--- src/rtl/serial_subtractor_pkg.sv ---
// serial_subtractor_pkg
// Shared definitions for the bit-serial subtractor: FSM state encodings and
// the state enum used by the top-level controller.
package serial_subtractor_pkg;

  localparam logic [1:0] ST_IDLE = 2'd0;
  localparam logic [1:0] ST_BUSY = 2'd1;
  localparam logic [1:0] ST_DONE = 2'd2;

  typedef enum logic [1:0] {
    IDLE = ST_IDLE,
    BUSY = ST_BUSY,
    DONE = ST_DONE
  } state_e;

endpackage : serial_subtractor_pkg

--- src/rtl/serial_subtractor_full_subtractor.sv ---
// full_subtractor
// One-bit combinational full-subtractor cell: diff = x - y - bin.
// Ports:
//   x    in   minuend bit
//   y    in   subtrahend bit
//   bin  in   borrow in
//   diff out  difference bit
//   bout out  borrow out (1 when x < y + bin)
module full_subtractor (
  input  logic x,
  input  logic y,
  input  logic bin,
  output logic diff,
  output logic bout
);

  assign diff = x ^ y ^ bin;
  // Borrow when x=0,y=1, or when x==y and a borrow is already pending.
  assign bout = (~x & y) | (~(x ^ y) & bin);

endmodule : full_subtractor

--- src/rtl/serial_subtractor.sv ---
// serial_subtractor
// Bit-serial subtractor computing {bo, d} = a - b - bi over W cycles, LSB
// first, with one shared full_subtractor cell. Operands arrive on a
// valid/ready handshake; the result is presented on a valid/ready handshake
// and held until consumed. No overlap between consuming a result and
// accepting the next operand.
// Optional: define SERIAL_SUBTRACTOR_OVF_EN to add the signed-overflow
// output ovf.
// Ports:
//   clk, rst_n          clock, synchronous active-low reset
//   in_valid/in_ready   operand handshake (a, b, bi)
//   out_valid/out_ready result handshake (d, bo[, ovf])
module serial_subtractor
  import serial_subtractor_pkg::*;
#(
  parameter int W = 4
) (
  input  logic         clk,
  input  logic         rst_n,
  input  logic         in_valid,
  output logic         in_ready,
  input  logic [W-1:0] a,
  input  logic [W-1:0] b,
  input  logic         bi,
  output logic         out_valid,
  input  logic         out_ready,
  output logic [W-1:0] d,
  output logic         bo
`ifdef SERIAL_SUBTRACTOR_OVF_EN
  ,
  output logic         ovf
`endif
);

  localparam int CW = $clog2(W + 1);
  localparam logic [CW-1:0] LAST = CW'(W - 1);

  state_e         state_q, state_d;
  logic [W-1:0]   a_q, a_d;
  logic [W-1:0]   b_q, b_d;
  logic [W-1:0]   res_q, res_d;   // working result, shifted in from the MSB
  logic [W-1:0]   d_q, d_d;       // presented result, updated once per op
  logic           br_q, br_d;
  logic           bo_q, bo_d;
  logic [CW-1:0]  cnt_q, cnt_d;
`ifdef SERIAL_SUBTRACTOR_OVF_EN
  logic           ovf_q, ovf_d;
`endif

  logic           fs_diff;
  logic           fs_bout;
  logic [W-1:0]   diff_vec;
  logic [W-1:0]   res_shift;

  full_subtractor u_fs (
    .x    (a_q[0]),
    .y    (b_q[0]),
    .bin  (br_q),
    .diff (fs_diff),
    .bout (fs_bout)
  );

  // Shift the new bit in at the MSB; written with shifts so W = 1 needs no
  // special case.
  assign diff_vec  = W'(fs_diff);
  assign res_shift = (res_q >> 1) | (diff_vec << (W - 1));

  // NOTE: every signal assigned here gets a default first so no path leaves
  // it unassigned, which would otherwise infer a latch.
  always_comb begin
    state_d = state_q;
    a_d     = a_q;
    b_d     = b_q;
    res_d   = res_q;
    d_d     = d_q;
    br_d    = br_q;
    bo_d    = bo_q;
    cnt_d   = cnt_q;
`ifdef SERIAL_SUBTRACTOR_OVF_EN
    ovf_d   = ovf_q;
`endif
    case (state_q)
      IDLE: begin
        if (in_valid) begin
          a_d     = a;
          b_d     = b;
          br_d    = bi;
          cnt_d   = '0;
          state_d = BUSY;
        end
      end
      BUSY: begin
        a_d   = a_q >> 1;
        b_d   = b_q >> 1;
        res_d = res_shift;
        br_d  = fs_bout;
        cnt_d = cnt_q + CW'(1);
        if (cnt_q == LAST) begin
          // The result registers only change here, so d/bo stay put
          // through IDLE and BUSY.
          d_d     = res_shift;
          bo_d    = fs_bout;
`ifdef SERIAL_SUBTRACTOR_OVF_EN
          // On the last bit the operand LSBs are the original MSBs.
          ovf_d   = (a_q[0] ^ b_q[0]) & (a_q[0] ^ fs_diff);
`endif
          state_d = DONE;
        end
      end
      DONE: begin
        if (out_ready) state_d = IDLE;
      end
      default: state_d = IDLE;
    endcase
  end

  // NOTE: the whole datapath is cleared on reset (not just the FSM) so the
  // outputs have defined values before the first operation.
  always_ff @(posedge clk) begin
    if (!rst_n) begin
      state_q <= IDLE;
      a_q     <= '0;
      b_q     <= '0;
      res_q   <= '0;
      d_q     <= '0;
      br_q    <= 1'b0;
      bo_q    <= 1'b0;
      cnt_q   <= '0;
`ifdef SERIAL_SUBTRACTOR_OVF_EN
      ovf_q   <= 1'b0;
`endif
    end else begin
      // NOTE: non-blocking assignments so every register samples the
      // pre-edge values regardless of statement order.
      state_q <= state_d;
      a_q     <= a_d;
      b_q     <= b_d;
      res_q   <= res_d;
      d_q     <= d_d;
      br_q    <= br_d;
      bo_q    <= bo_d;
      cnt_q   <= cnt_d;
`ifdef SERIAL_SUBTRACTOR_OVF_EN
      ovf_q   <= ovf_d;
`endif
    end
  end

  assign in_ready  = (state_q == IDLE);
  assign out_valid = (state_q == DONE);
  assign d         = d_q;
  assign bo        = bo_q;
`ifdef SERIAL_SUBTRACTOR_OVF_EN
  assign ovf       = ovf_q;
`endif

endmodule : serial_subtractor

--- config.mk ---
export PLATFORM = sky130hd
export DESIGN_NAME = serial_subtractor
export DESIGN_NICKNAME = d
export VERILOG_FILES = /design/src/rtl/serial_subtractor_pkg.sv /design/src/rtl/serial_subtractor_full_subtractor.sv /design/src/rtl/serial_subtractor.sv
export SDC_FILE = /design/constraint.sdc
export NUM_CORES = 1
export LEC_CHECK = 0
export BUFFER_PORTS_ARGS = -buffer_cell sky130_fd_sc_hd__buf_4
export CAP_MARGIN = 30
export CORE_MARGIN = 1
export CORE_UTILIZATION = 50
export CTS_CLUSTER_SIZE = 40
export DETAILED_ROUTE_END_ITERATION = 7
export PLACE_DENSITY = 0.72
export SLEW_MARGIN = 20
export SYNTH_ARGS = -nofsm -noshare
export SYNTH_HDL_FRONTEND = slang
export SYNTH_SLANG_ARGS = --single-unit
--- constraint.sdc ---
create_clock -name clk -period 1.4 [get_ports clk]
set_input_delay 0.35 -clock clk [delete_from_list [all_inputs] [get_ports clk]]
set_output_delay 0.35 -clock clk [all_outputs]
set_load 0.1 [all_outputs]
==> flow_metrics.tcl <==
set metrics [dict create \
    drt_iter0_markers 13 \
    worst_slack_ns -0.0549 \
    drv_slew 0 \
    routed_wl_um 1910 \
    hold_viol 0 \
    clk_pin_slew_ns 0.11 \
    synth_edf_count 0 \
    cts.path.max_buffers 2 \
    hp-class "in -> reg" \
    seq_area_frac_synth_pct 45.3 \
    syn_to_final_growth_pct 24.5 \
    finClkSkew_ns 0.00530 \
    period_minus_slack_ns 1.45 \
    grtUsageTotal_pct 21.7 \
    finalCritPeriodShare_pct 104 \
    placed_area_sq_um 1140 \
    layoutNonFillerInstCount 149 \
    synthCells 100 \
    nFillCells 154 \
    p_per_area_nw_per_um2 966 \
    syn-num-nets 116 \
    postSynthAreaPerCell_sq_um 9.72 \
    port_buffers 19 \
    cts.sinks 22 \
    grt_max_degree 12 \
    violations "negative setup slack" \
    ys_seq_elements 22 \
    core_sq_um 1780 \
    rsz0062_at_grt "yes" \
    slew_headroom_pct 72.9 \
    chipHeight_um 46.1 \
    n_antenna_cell 0 \
    maxCapViolations 0 \
    fmax_ghz 0.687 \
    synthFlopType "dfxtp_1" \
    cts_buffers 3 \
    initial_utilization_pct 54.5 \
    postRouteAntennaNets 0 \
    multi_input_area_sq_um 460 \
    critPathKind "reg -> out" \
    dp.cells 144 \
    die_area_sq_um 2120 \
    fp-row-count 15 \
    required_ns 1.05 \
    dpl.hpwl_um 1410 \
    drc 0 \
    grt_pass1_wl_um 3240 \
    root_buffer "clkbuf_4" \
    drtPass1Iterations 3 \
    critPathArrivalTime_ns 1.10 \
    wl_per_cell_um 12.8 \
    status "finished, violations left" \
    cts_tree "built" \
    clk_latency_ns 0.30 \
    ys_warn_count 0 \
    crit_path_end_kind "output pin" \
    synth_cell_types 30 \
    drive_gt1_share_pct 36.3 \
    async_flop_share_pct 0 \
    max-vdd-ir-drop_mv 0.994 \
    io_pins 20 \
    netlist_area_sq_um 972 \
    design_area_sq_um 1210 \
    place.gp.congestion 0.761 \
    setup_violations 1 \
    vias 804 \
    ctsHoldBuffers 0 \
    worst_pin_slew_ns 0.406 \
    die_w_um 46.1 \
    htree_levels 1 \
    start_kind "flop" \
    nets 142 \
    regArea_sq_um 445 \
    grt_pass1_vias 757 \
    crit_fanout 5 \
    r2r_slack_ns 0.17 \
    p_leak_nw 0.488 \
    viasPerCell 5.40 \
    grt_antenna_before_repair 0 \
    globalRoute.totalOverflow 0 \
]
## power breakdown
part | switching (W) | internal (W)
clock | 0.000171 | 0.000100
combinational | 0.000109 | 0.000107
sequential | 0.0000228 | 0.000659
## worst max-delay path: stages (launching register included)
cell and delay [ns]:
dfxtp_4 0.39, and2b_2 0.25, buf_12 0.17
## layout make-up
class,instances,share of cell area (%)
well taps,25,2.59
multi-input cells,66,38.1
flip-flops and latches,22,36.8
clock buffers,3,1.86
inverters,6,1.86
repair buffers,27,18.8
## worst paths after layout
| path | to | depth (start not counted) | startpoint |
|---|---|---|---|
| hold / removal | a_q[1] | 2 | a[1] |
| hold reg to reg | d[0] | 2 | d[0] |
| setup reg to reg | d[2] | 5 | cnt_q[0] |
| setup / recovery | out_valid | 2 | state_q[0] |
## cells by family (layout without fill, tap and decap cells)
group,after synthesis,in the layout,share of synthesized area (%)
DFF,22,22,45.3
and+or+nand+nor,31,31,17.5
buffers and inverters,12,36,7.98
adders and majority gates,3,3,4.63
AOI/OAI and AO/OA,31,31,23.6
muxes,1,1,1.03
## registers in the layout, summed over array words and instances, names as in the netlist
register  count
state_q       2
bo            1
d             4
res_q         3
br_q          1
cnt_q         3
b_q           4
a_q           4
## Yosys cell counts, types with 2 or more instances
cell     count  area share, %
buf_2        2            1.0
dfxtp_1     22             45
a21oi_1     12            6.2
o221a_2      6            6.9
nand2_1     11            4.2
nand3_1      4            2.1
a32oi_1      2            1.8
buf_6        4            4.6
o21a_1       5            3.9
nor2_1       6            2.3
ha_1         2            2.6
inv_1        6            2.3
## placed cells by master, fill, tap and decap left out
cell / Yosys / routed
nor3_1: 1 / 1
a32oi_1: 2 / 2
a2bb2oi_1: 1 / 1
a22oi_1: 1 / 1
nand3b_1: 1 / 1
nor2b_4: 1 / 1
ha_1: 2 / 1
nand2b_1: 1 / 1
dfxtp_1: 22 / 20
ha_2: 0 / 1
o21bai_1: 1 / 1
a311oi_1: 1 / 1
o21a_1: 5 / 5
nor2_2: 1 / 1
dfxtp_4: 0 / 1
nor2_1: 6 / 6
nand2b_4: 1 / 1
nand2_1: 11 / 10
o221a_2: 6 / 6
or3b_1: 1 / 1
mux2i_1: 1 / 1
buf_4: 0 / 25
nor2_4: 1 / 1
nand3_1: 4 / 4
a21oi_1: 12 / 12
nor2b_1: 1 / 1
o21ai_0: 1 / 1
nand2_2: 0 / 1
clkbuf_4: 0 / 3
inv_1: 6 / 6
o221ai_1: 1 / 1
buf_12: 0 / 2
fa_1: 1 / 1
dfxtp_2: 0 / 1
and2b_2: 0 / 1
## per-stage QoR
stage          setup WS [ns]  setup TNS, ns  hold WS, ns  power, W  utilization [%]
2_1_floorplan         -0.101         -0.539        0.437  0.000837                -
3_3_place_gp           0.121              0        0.443  0.000891             63.9
3_5_place_dp          0.0857              0        0.448  0.000897             63.9
4_1_cts              -0.0612        -0.0912        0.287   0.00118             67.3
5_1_grt               -0.101         -0.129        0.292   0.00123             67.9
6_report             -0.0549        -0.0549        0.305   0.00117             67.9
## layer usage
layer / up-vias / share of wire (%) / GRT usage (%)
met2: 17 / 49 / 35.8
met1: 378 / 46 / 26.2
met3: 4 / 4.5 / 7.84
met4: 0 / 1.3 / 6.47
met5: - / 0 / 0
li1: 405 / - / -
## repair_timing
action,4_1_cts,5_1_grt
setup endpoints to repair,2,3
buffers inserted,1,1
pin swaps,0,1
cloned,0,0
gates resized for setup,9,1
Note: power is estimated with default switching activity, not from simulation.
